### src/rtl/csa_pkg.sv
// Shared definitions for the nibble-serial carry-select adder controller.
package csa_pkg;

  // Width of the single arithmetic slice that is time-multiplexed.
  localparam int SLICE_W = 4;

  // Controller states.
  typedef enum logic [1:0] {
    IDLE = 2'd0,
    RUN  = 2'd1,
    DONE = 2'd2
  } state_t;

  // Width of the slice index counter (at least one bit).
  function automatic int idx_width(input int nslice);
    return (nslice > 1) ? $clog2(nslice) : 1;
  endfunction

endpackage

### src/rtl/csa_nibble.sv
// Purely combinational 4-bit carry-select slice: two ripple chains are
// evaluated in parallel, one assuming carry-in 0 and one assuming carry-in 1,
// and the real carry-in only picks the finished result.
module csa_nibble
  import csa_pkg::*;
(
  input  logic [SLICE_W-1:0] a,
  input  logic [SLICE_W-1:0] b,
  input  logic               ci,
  output logic [SLICE_W-1:0] s,
  output logic               co
);

  logic [SLICE_W-1:0] w_s0;
  logic [SLICE_W-1:0] w_s1;
  logic [SLICE_W:0]   w_c0;
  logic [SLICE_W:0]   w_c1;

  // Precompute both ripple chains.
  always_comb begin
    // NOTE: every variable gets a default first so no path leaves it unassigned (no latch).
    w_s0    = '0;
    w_s1    = '0;
    w_c0    = '0;
    w_c1    = '0;
    w_c0[0] = 1'b0;
    w_c1[0] = 1'b1;
    for (int i = 0; i < SLICE_W; i++) begin
      w_s0[i]   = a[i] ^ b[i] ^ w_c0[i];
      w_c0[i+1] = (a[i] & b[i]) | (w_c0[i] & (a[i] ^ b[i]));
      w_s1[i]   = a[i] ^ b[i] ^ w_c1[i];
      w_c1[i+1] = (a[i] & b[i]) | (w_c1[i] & (a[i] ^ b[i]));
    end
  end

  // Late-arriving carry selects between the two precomputed results.
  assign s  = ci ? w_s1 : w_s0;
  assign co = ci ? w_c1[SLICE_W] : w_c0[SLICE_W];

endmodule

### src/rtl/csa_seq_ctrl.sv
// Area-reduced wide adder: one carry-select nibble slice is reused once per
// clock, LSB nibble first, with the running carry held in a register.
// Operands arrive on a valid/ready handshake; the result leaves on another.
module csa_seq_ctrl
  import csa_pkg::*;
#(
  parameter int WIDTH = 16
) (
  input  logic             clk,
  input  logic             rst_n,
  input  logic             in_valid,
  output logic             in_ready,
  input  logic [WIDTH-1:0] a,
  input  logic [WIDTH-1:0] b,
  input  logic             cin,
  output logic             out_valid,
  input  logic             out_ready,
  output logic [WIDTH-1:0] sum,
  output logic             cout,
  output logic             busy
);

  localparam int NSLICE = WIDTH / SLICE_W;
  localparam int IDX_W  = idx_width(NSLICE);
  localparam logic [IDX_W-1:0] LAST_IDX = IDX_W'(NSLICE - 1);

  // The operand must split into whole nibbles.
  generate
    if (WIDTH < SLICE_W || (WIDTH % SLICE_W) != 0) begin : g_bad_width
      $error("csa_seq_ctrl: WIDTH must be a positive multiple of 4");
    end
  endgenerate

  state_t             r_state;
  state_t             w_state_next;
  logic [IDX_W-1:0]   r_idx;
  logic               r_carry;
  logic [WIDTH-1:0]   r_a;
  logic [WIDTH-1:0]   r_b;
  logic [WIDTH-1:0]   r_sum;
  logic               r_cout;

  int                 w_ofs;
  logic [SLICE_W-1:0] w_a_nib;
  logic [SLICE_W-1:0] w_b_nib;
  logic [SLICE_W-1:0] w_nib_s;
  logic               w_nib_co;
  logic               w_last;

  // Bit offset of the nibble currently being processed.
  assign w_ofs   = int'(r_idx) * SLICE_W;
  assign w_a_nib = r_a[w_ofs +: SLICE_W];
  assign w_b_nib = r_b[w_ofs +: SLICE_W];
  assign w_last  = (r_idx == LAST_IDX);

  csa_nibble u_nibble (
    .a  (w_a_nib),
    .b  (w_b_nib),
    .ci (r_carry),
    .s  (w_nib_s),
    .co (w_nib_co)
  );

  // State register.
  always_ff @(posedge clk or negedge rst_n) begin
    // NOTE: clocked state always uses non-blocking assignment so every register samples pre-edge values.
    if (!rst_n) begin
      r_state <= IDLE;
    end else begin
      r_state <= w_state_next;
    end
  end

  // Next-state decode: accept in IDLE, step through nibbles in RUN,
  // hold the result in DONE until the consumer takes it.
  always_comb begin
    w_state_next = r_state;
    case (r_state)
      IDLE:    if (in_valid)  w_state_next = RUN;
      RUN:     if (w_last)    w_state_next = DONE;
      DONE:    if (out_ready) w_state_next = IDLE;
      default:                w_state_next = IDLE;
    endcase
  end

  // Handshake and status outputs decoded from the state alone.
  always_comb begin
    in_ready  = 1'b0;
    out_valid = 1'b0;
    busy      = 1'b0;
    case (r_state)
      IDLE: in_ready = 1'b1;
      RUN:  busy     = 1'b1;
      DONE: begin
        out_valid = 1'b1;
        busy      = 1'b1;
      end
      default: in_ready = 1'b0;
    endcase
  end

  // Datapath: capture operands, then write one sum nibble per RUN cycle.
  always_ff @(posedge clk or negedge rst_n) begin
    // NOTE: operand and result registers are plain flops, so resetting them is cheap and gives a defined sum after reset.
    if (!rst_n) begin
      r_idx   <= '0;
      r_carry <= 1'b0;
      r_a     <= '0;
      r_b     <= '0;
      r_sum   <= '0;
      r_cout  <= 1'b0;
    end else begin
      case (r_state)
        IDLE: begin
          if (in_valid) begin
            r_a     <= a;
            r_b     <= b;
            r_carry <= cin;
            r_idx   <= '0;
            r_sum   <= '0;
          end
        end
        RUN: begin
          r_sum[w_ofs +: SLICE_W] <= w_nib_s;
          r_carry                 <= w_nib_co;
          if (w_last) begin
            r_idx  <= '0;
            r_cout <= w_nib_co;
          end else begin
            r_idx  <= r_idx + 1'b1;
          end
        end
        default: begin
          // DONE: result held until the next capture clears it.
        end
      endcase
    end
  end

  assign sum  = r_sum;
  assign cout = r_cout;

endmodule

### config.mk
export PLATFORM = sky130hd
export DESIGN_NAME = csa_seq_ctrl
export DESIGN_NICKNAME = d
export VERILOG_FILES = /design/src/rtl/csa_pkg.sv /design/src/rtl/csa_nibble.sv /design/src/rtl/csa_seq_ctrl.sv
export SDC_FILE = /design/constraint.sdc
export NUM_CORES = 1
export LEC_CHECK = 0
export CORE_UTILIZATION = 55
export CTS_CLUSTER_DIAMETER = 60
export CTS_CLUSTER_SIZE = 14
export DETAILED_ROUTE_END_ITERATION = 12
export GPL_TIMING_DRIVEN = 0
export MAX_ROUTING_LAYER = met4
export PLACE_DENSITY_LB_ADDON = 0.12
export SYNTH_ARGS = -nofsm -noshare
export SYNTH_HDL_FRONTEND = slang
export SYNTH_HIERARCHICAL = 1
export SYNTH_SLANG_ARGS = --single-unit
### constraint.sdc
create_clock -name clk -period 8.8 [get_ports clk]
set_input_delay 0.88 -clock clk [delete_from_list [all_inputs] [get_ports clk]]
set_output_delay 0.88 -clock clk [all_outputs]
set_load 0.005 [all_outputs]
==> flow_summary_export.csv <==
group,metric,value,unit
timing,finalHoldViolations,0,
min_path,worstHoldPathCells,1,
global_route,grt.overflow.total,0,
timing,setup_violations,0,
timing,period_needed,3.30,ns
placement,hpwl,3690,microns
timing,drv_slew,0,
timing,rsz0062_at_grt,"false",
cells_and_area,finalInstanceArea,0.00346,sq mm
routing,drtIter0Drc,62,
pwr,peakVddDrop,0.000252,V
worst_setup_path,cp-start-kind,"flop",
cts,cts_root_buffer,"clkbuf_8",
cts,clockBufferDepth,2,
cells_and_area,fillers,359,
placement,routabilityCongestion,0.834,
worst_setup_path,cp-end-kind,"flop",
yosys,seq_area_frac_synth,0.497,
worst_setup_path,cp_max_fo,9,
global_route,grt_max_degree,32,
routing,vias,1735,
global_route,grt_pass1_vias,1731,
run_status,outcome,"complete, no violations",
pwr,leakagePower,1.49,nW
placement,portBuffers,56,
cells_and_area,syn_to_final_growth,27.1,%
yosys,synth.avg_cell_area,13.5,sq um
routing,drcViolationCount,0,
cells_and_area,nNetsFinal,316,
yosys,yosys-top-cells-count,"dfrtp_1, mux2_2, inv_1",
global_route,track_usage,0.208,
yosys,synth-seq-cells,54,
run,drv.max_cap_violation_count,0,
yosys,synth_edf_count,0,
cts,clk_pin_slew,0.08,ns
yosys,synth_top_area_share,0.497,
cts,cts_resized,0,
floorplanning,die_w,72.3,microns
timing,max_freq,303,MHz
yosys,synth_top_cell_by_area,"dfrtp_1",
timing,skew,0.00586,ns
yosys,synth.area.top_cells,"dfrtp_1, mux2_2, mux4_2, ha_1, mux2_4",
floorplanning,num_io_pins,57,
floorplanning,core,0.00475,sq mm
worst_setup_path,critPathKind,"flop to flop",
routing,routedWlPerCell,14.1,microns
cells_and_area,drive_gt1_frac,0.264,
global_route,antenna_found_initial,0,
cts,insertion_delay,0.29,ns
timing,whs,0.493,ns
global_route,grt_pass1_wl,7900,microns
cts,cts_tree,"built",
cts,htree_levels,2,
floorplanning,start_util,0.572,
cts,cts_buffers,5,
floorplanning,die_h,72.3,microns
cts,clock-sinks,54,
yosys,synth_nets,252,
routing,vias_per_cell,5.23,
routing,drt_wl_total,4670,microns
timing,tns,0,ns
timing,tightestPinTransition,0.553,ns
routing,drt_pass1_iterations,4,
yosys,synthArstFlopShare,1.00,
cts,cts_hold_buffers,0,
yosys,synth.distinct_cells,30,
min_path,min_path_type,"flop to flop",
routing,drtAntennaViolNets,0,
yosys,syn_inst,201,
worst_setup_path,cp_data_arrival_time,3.54,ns
floorplanning,rows,25,
yosys,ys.flop_type,"dfrtp_1",
cells_and_area,n_antenna_cell,0,
floorplanning,die_area,0.00523,sq mm
yosys,synth_warnings,6,
cts,cts_setup_buffers,0,
yosys,synthMostInstantiatedCell,"dfrtp_1",
worst_setup_path,worst_ep_required_time,9.04,ns
worst_setup_path,ff2ff_path_depth,15,
timing,relSlewSlack,0.631,
timing,min_period_over_period,0.375,
pwr,p_per_area,343,mW/mm^2
yosys,syn-cell-area,0.00272,sq mm
placement,dpl_cell_area,0.00338,sq mm
power by group:
group | internal, W | leakage [nW] | switching (W)
Combinational | 0.000324 | 0.770 | 0.000341
Sequential | 0.000345 | 0.673 | 0.0000516
Clock | 0.0000535 | 0.0438 | 0.0000723
Total | 0.000722 | 1.49 | 0.000465
flip-flops by register name, summed over array words and instances, names as in the netlist:
register  count
r_a          16
r_b          16
sum          16
r_idx         2
r_state       2
cout          1
r_carry       1
stage by stage:
| stage | power [W] | setup WS [ns] | cells | utilization |
|---|---|---|---|---|
| finish | 0.00119 | 5.50 | 332 | 0.728 |
| CTS | 0.00120 | 5.47 | 332 | 0.728 |
| global placement | 0.00106 | 5.25 | 324 | 0.708 |
| floorplan | 0.000886 | 5.80 | 201 | - |
| global route | 0.00129 | 5.27 | 332 | 0.728 |
| detailed placement | 0.00107 | 5.49 | 325 | 0.711 |
critical path, stage by stage, from the launching register on:
cell and delay (ns):
dfrtp_1 0.40, clkbuf_1 0.46, mux4_2 0.42, inv_1 0.08
ha_1 0.15, nand2_1 0.06, o21ai_0 0.10, fa_1 0.20
inv_1 0.04, fa_1 0.34, inv_1 0.07, fa_1 0.40
inv_1 0.15, nand2_1 0.07, nor3_1 0.14, mux2_4 0.17
routing by layer:
metal / share of wire / global-route usage
met2: 0.53 / 0.354
met4: 0.0077 / 0.0523
met5: 0 / -
met1: 0.44 / 0.252
met3: 0.025 / 0.0472
final cells by class:
type,count,area (sq um),share of cell area
clock inverters,2,10.0,0.00289
clock buffers,5,68.8,0.0199
repair buffers,57,576,0.166
flip-flops and latches,54,1350,0.391
inverters,17,68.8,0.0199
plain buffers,7,42.5,0.0123
well taps,67,83.8,0.0242
multi-input cells,123,1260,0.364
cells in the final DEF, fill, tap and decap left out, types with 5 or more instances in the layout:
master           instances
buf_2                    5
clkbuf_8                 5
clkdlybuf4s50_1         55
dfrtp_1                 54
ha_1                    11
inv_1                   16
mux2_2                  33
mux2_4                   9
mux4_2                   8
nand2_1                  9
nand2b_1                 5
nand3_1                 10
nor2_1                   5
nor3_1                   5
final timing paths:
path,slack (ns),end,startpoint
max in group asynchronous,7.71,r_a[0],rst_n
min in group asynchronous,0.56,r_a[6],rst_n
max,5.50,sum[11],r_idx[1]
max reg2reg,5.50,sum[11],r_idx[1]
min,0.49,sum[12],sum[12]
min reg2reg,0.49,sum[12],sum[12]
cell families after synthesis:
kind of cell             Yosys count  synth area share
flip-flops                        54             0.497
multiplexers                      50             0.252
AND/OR/NAND/NOR                   38            0.0754
buffers and inverters             24            0.0409
AO/OA/AOI/OAI                     20            0.0588
adder cells (fa/ha/maj)           14            0.0726
XOR/XNOR                           1           0.00322
Note: power is estimated with default switching activity, not from simulation.
